File: config.mk
export PLATFORM = sky130hd
export DESIGN_NAME = alu_serial_seq
export DESIGN_NICKNAME = d
export VERILOG_FILES = /design/src/rtl/alu_serial_seq.sv
export SDC_FILE = /design/constraint.sdc
export NUM_CORES = 1
export LEC_CHECK = 0
export CAP_MARGIN = 0
export CORE_ASPECT_RATIO = 0.8
export CORE_UTILIZATION = 45
export CTS_CLUSTER_DIAMETER = 60
export DETAILED_ROUTE_END_ITERATION = 8
export GPL_TIMING_DRIVEN = 1
export HOLD_SLACK_MARGIN = 0.1
export PLACE_DENSITY = 0.73
export SLEW_MARGIN = 10
export SYNTH_ARGS = -nofsm -noshare
export SYNTH_HDL_FRONTEND = slang
export SYNTH_SLANG_ARGS = --single-unit
File: constraint.sdc
create_clock -name clk -period 2.9 [get_ports clk]
set_input_delay 0.435 -clock clk [delete_from_list [all_inputs] [get_ports clk]]
set_output_delay 0.435 -clock clk [all_outputs]
set_load 0.02 [all_outputs]
File: src/rtl/alu_serial_seq.sv
// Bit-serial ALU sequencer: steps the AND/OR/ADD/SUB/SLT slice BPC bits per clock with registered ripple carry.
// Optional NOR (funct 39) is enabled by defining ALU_SEQ_NOR_EN; without it funct 39 takes the error path.
module alu_serial_seq #(
  parameter int WIDTH = 32,
  parameter int BPC   = 1
) (
  input  logic             clk,
  input  logic             rst,
  input  logic             in_valid,
  output logic             in_ready,
  input  logic [5:0]       funct,
  input  logic [WIDTH-1:0] a,
  input  logic [WIDTH-1:0] b,
  output logic             out_valid,
  input  logic             out_ready,
  output logic [WIDTH-1:0] result,
  output logic             zero,
  output logic             ovf,
  output logic             err
);

  localparam int N  = WIDTH / BPC;
  localparam int SW = (N > 1) ? $clog2(N) : 1;
  localparam logic [SW-1:0] LAST = SW'(N - 1);

  generate
    if (WIDTH % BPC != 0) begin : g_bpc_check
      $error("alu_serial_seq: BPC must divide WIDTH");
    end
  endgenerate

  typedef enum logic [1:0] {IDLE, RUN, SETL, DONE} state_t;

  state_t           state, state_nxt;
  logic [3:0]       op;
  logic [WIDTH-1:0] a_sh, b_sh, res_q, res_nxt;
  logic             carry, ovf_raw, ovf_q, err_q;
  logic [SW-1:0]    step;
  logic [BPC-1:0]   bits;
  logic             cin_msb, cout_msb;
  logic             is_logic, is_slt, inv, last_step;

  function automatic logic supported(input logic [5:0] f);
    case (f)
      6'd32, 6'd34, 6'd36, 6'd37, 6'd42: return 1'b1;
`ifdef ALU_SEQ_NOR_EN
      6'd39: return 1'b1;
`endif
      default: return 1'b0;
    endcase
  endfunction

  // Only funct[3:0] is needed once the request has been qualified as supported.
  assign is_logic  = op[2];
  assign is_slt    = ~op[2] & op[3];
  assign inv       = ~op[2] & op[1];
  assign last_step = (step == LAST);

  always_comb begin
    logic c, ai, bi, lg;
    c       = carry;
    cin_msb = 1'b0;
    bits    = '0;
    for (int i = 0; i < BPC; i++) begin
      ai = a_sh[i];
      bi = b_sh[i] ^ inv;
      if (i == BPC - 1) cin_msb = c;
      lg = op[0] ? (ai | bi) : (ai & bi);
`ifdef ALU_SEQ_NOR_EN
      if (op[1:0] == 2'b11) lg = ~(ai | bi);
`endif
      bits[i] = is_logic ? lg : (ai ^ bi ^ c);
      c = (ai & bi) | (ai & c) | (bi & c);
    end
    cout_msb = c;
    res_nxt  = WIDTH'({bits, res_q} >> BPC);
  end

  always_ff @(posedge clk) begin
    if (rst) state <= IDLE;
    else     state <= state_nxt;
  end

  always_comb begin
    state_nxt = state;
    in_ready  = (state == IDLE);
    out_valid = (state == DONE);
    case (state)
      IDLE: if (in_valid) state_nxt = supported(funct) ? RUN : DONE;
      RUN:  if (last_step) state_nxt = is_slt ? SETL : DONE;
      SETL: state_nxt = DONE;
      DONE: if (out_ready) state_nxt = IDLE;
      default: state_nxt = IDLE;
    endcase
  end

  always_ff @(posedge clk) begin
    if (rst) begin
      op      <= '0;
      a_sh    <= '0;
      b_sh    <= '0;
      res_q   <= '0;
      carry   <= 1'b0;
      step    <= '0;
      ovf_raw <= 1'b0;
      ovf_q   <= 1'b0;
      err_q   <= 1'b0;
    end else begin
      case (state)
        IDLE: if (in_valid) begin
          op      <= funct[3:0];
          a_sh    <= a;
          b_sh    <= b;
          res_q   <= '0;
          step    <= '0;
          ovf_raw <= 1'b0;
          ovf_q   <= 1'b0;
          // Subtract is A + ~B + 1: the +1 enters as the initial carry.
          carry   <= supported(funct) & ~funct[2] & funct[1];
          err_q   <= ~supported(funct);
        end
        RUN: begin
          a_sh  <= a_sh >> BPC;
          b_sh  <= b_sh >> BPC;
          res_q <= res_nxt;
          carry <= cout_msb;
          step  <= step + 1'b1;
          if (last_step) begin
            ovf_raw <= cin_msb ^ cout_msb;
            ovf_q   <= (cin_msb ^ cout_msb) & ~is_logic & ~is_slt;
          end
        end
        SETL: begin
          res_q <= WIDTH'(res_q[WIDTH-1] ^ ovf_raw);
          ovf_q <= 1'b0;
        end
        default: ;
      endcase
    end
  end

  assign result = res_q;
  assign zero   = out_valid && (res_q == '0);
  assign ovf    = ovf_q;
  assign err    = err_q;

endmodule

==> out/results.txt <==
The number of gates resized after CTS was 0. Detailed routing inserted a total of 3951 vias. For the number of pins exceeding their max-slew limit in the final report, the log shows 0.

The synthesized design devotes to its leading area cell type 46.4% of total area. Post-CTS timing repair inserted 0 buffers for setup. dfxtp_1 takes more of the synthesized area than any other cell. The run gives 17400 um as the global-route wire length before repair.

For the area after detailed placement, the log shows 5970 um2. Walking the worst path, the cells encountered are ha_1 -> nor4b_2 -> nand4_1 -> nor3_1 -> clkdlybuf4s50_1. The number of buffer and inverter stages on the critical path is 1, and the achievable clock frequency is 0.363 GHz.

The tools report the antenna diode count as 0. The ratio of routed vias to standard cells was 5.31; the worst max-slew margin expressed relative to the limit was 35.5%. Of all flip-flops after synthesis, the portion carrying an async set or reset was 0%.

In this run, the number of DRC markers left after iteration 0 of detailed routing was 271. Sequential cells burn 37.8% of the power. Routability-driven placement finished with a final weighted congestion of 0.776. The maximum fanout along the worst path is 6, and the maximum number of pins on one net before global-route repair is 94. Grouping stages by cell kind, the critical path spends the most delay in buffers and inverters. Setup violations remaining at the end of the flow were counted as 0. In this run the power density over the cells is 940 nW/um2. Summing all non-filler instances in the final layout gives an area of 6270 um2. The layout net count was 682; the register bit count reported by yosys was 111. In the post-synthesis netlist, the biggest area contributors are dfxtp_1 46%, mux2i_1 14%, a211oi_1 10%. Die area: 11100 um2.

The flow ran to the end, and the final reports show no timing, DRC or antenna violations. At the later pin of the worst-skew pair, clock insertion delay measures 340 ps. The post-route netlist has 5.13% of its cells at a drive strength greater than 1.

After detailed routing, the total wire length is 10500 um. The setup TNS after final layout was 0 ps. Between clock sinks in the finished design, the worst skew comes to 6.59 ps.

Before antenna repair, the detailed router went through 4 iterations. The logs give 488 uV for the maximum VDD drop and 0 for the initial antenna violation count. The run gives 2470 ps as the data required time at the worst endpoint. TritonCTS created 9 clock buffers.

In this design, the stage delay of the slowest critical-path cell is 650 ps. The number of hold-repair buffers added at the cts stage is 0, and the die width is 117 um. The multi-input combinational cells in the finished layout cover a total of 2370 um2.

The Yosys step of the flow raised 0 warnings. The clock network is responsible for 20.9% of the overall power. The synthesized design contains 0 enable-type register cells.

STA classifies the critical path endpoint as an output pin. The clock root buffer was clkbuf_16. For this configuration, the core starts out at a cell density of 46.5%.

For this run, the leading register cell type out of synthesis is dfxtp_1. The part of the Yosys area used for sequential elements is 46.4%. The post-route fraction of the period consumed by the critical path is 95.0%, and the total number of clock tree sinks is 111.

The tools report the placeable core region as 10300 um2. Across the whole layout, storage elements account for 2220 um2. The floorplan step set the die height to 94.2 um. Setup repair after global routing left no endpoint under its margin. Data arrives at the worst endpoint at 2320 ps. TritonCTS built the clock tree. The tightest min-delay check is of the flip-flop to flip-flop type.

The number of port buffers came out at 110. STA classifies the critical path startpoint as a flip-flop. Kind of critical path: flip-flop to output pin.

The number of unique standard cell types used by synthesis was 38. Of the total power, the share spent switching nets is 37.7%. The detail route stage leaves a number of antenna-violating nets equal to 0. The run gives 0 as the global route total overflow. The logs give 7140 um for the post-detailed-placement half-perimeter wirelength and 2 for the largest buffer count on any clock path. Pin placement for this block handled 111 I/O pins. The slowest stage of the critical path is the clkdlybuf4s50_1 cell.

The worst path needs 2760 ps of the cycle, external delays included. For the combined global-route utilization of all metal layers, the log shows 19.6%. The post-synthesis net count was 594.

The most frequent standard cell in the layout excluding fill and tap cells is dfxtp_1. Summed over all nets, the switching power comes to 2.22 mW. The post-CTS clock slew at the launch and capture registers of the worst setup and hold paths was 70 ps; the number of DRC violations after detailed routing was 0.

The area growth from synthesis to layout was 31.0%; the maximum level of the CTS H-tree was 3. In the layout the commonest cells are 111 x dfxtp_1, 109 x clkdlybuf4s50_1, 104 x nor2_1. The analysis attributes to cell leakage a power of 2.28 nW. The max-cap violation count came out at 0. At the pin with the least slew margin, the transition time is 968 ps. The detail-routed net length per standard cell is 14.2 um. The number of failing hold endpoints at the final stage is 0.

The internal portion of the total power is 3.68 mW. The filler cell count is 890, and the cell count after synthesis is 511. The share of total power dissipated in combinational logic is 41.3%.

The logs give 3638 for the via count of the first global-routing pass and 33 for the placement row count. The synthesized area per cell works out to 9.37 um2. The cell area that synthesis handed to floorplanning was 4790 um2.
## cell usage after synthesis (7+ instances only)
master	instances
mux2i_1	65
a211oi_1	64
dfxtp_1	111
o21ai_0	7
a21oi_1	11
nor2_1	104
nand2_1	11
buf_2	22
a22oi_1	35
ha_1	8
clkbuf_1	19
## metal layers
metal  GRT usage, %  part of all wire [%]
met1           24.9                    48
met2           32.2                    46
met3           5.89                   4.8
met4           5.52                  0.84
met5              0                     0
## power groups by stage
| stage | sequential [mW] | combinational (mW) | clock, mW |
|---|---|---|---|
| 3_3_place_gp | 2.24 | 2.37 | 0 |
| 4_1_cts | 2.23 | 2.45 | 1.27 |
| 3_5_place_dp | 2.26 | 2.44 | 0 |
| 2_1_floorplan | 2.19 | 1.97 | 0 |
| 5_1_grt | 2.29 | 2.71 | 1.32 |
| 6_report | 2.23 | 2.43 | 1.23 |
## worst register-to-register path, delay by kind of cell (launching register included)
kind            cells  cell delay [ps]
compound gates      1              230
fa+ha+maj           1              240
buf+inv             2              540
flops               1              420
simple gates        3              950
## final timing paths
path	from	endpoint	slack (ps)	cells past startpoint
setup / recovery	state[0]$_SDFFE_PP0P_	zero	140	5
hold / removal	op[1]$_SDFFE_PP0P_	op[1]$_SDFFE_PP0P_	460	2
setup reg to reg	state[0]$_SDFFE_PP0P_	a_sh[10]$_SDFFE_PP0P_	440	7
hold reg to reg	op[1]$_SDFFE_PP0P_	op[1]$_SDFFE_PP0P_	460	2
## flip-flops by register name, summed over array words and instances, names as in the netlist
signal / cells
ovf: 1
carry: 1
a_sh: 32
state: 2
ovf_raw: 1
step: 5
err: 1
b_sh: 32
op: 4
result: 32
## cell families after synthesis
family / after synthesis / share of synthesized area, %
and+or+nand+nor: 153 / 14.1
AOI/OAI and AO/OA: 122 / 18.2
DFF: 111 / 46.4
muxes: 65 / 13.6
buffers and inverters: 48 / 4.65
adders and majority gates: 9 / 2.51
xor gates and xnor gates: 3 / 0.549
## final cells by class
cell class | count | share of cell area, %
clock buffers | 10 | 3.65
clock inverters | 6 | 1.10
inverters | 5 | 0.299
multi-input cells | 352 | 37.8
flip-flops and latches | 111 | 35.4
well taps | 140 | 2.79
repair buffers | 120 | 18.9
## per-stage QoR
step	total power [mW]	hold WS, ps	utilization, %	cells	setup WS (ps)
floorplan	4.16	437	-	511	898
global placement	4.61	444	58.0	728	347
detailed placement	4.70	452	58.0	728	225
CTS	5.95	461	60.9	744	45.0
global route	6.32	475	61.0	744	62.8
finish	5.90	459	61.0	744	144
No activity file was read; power rests on OpenSTA's default activity.
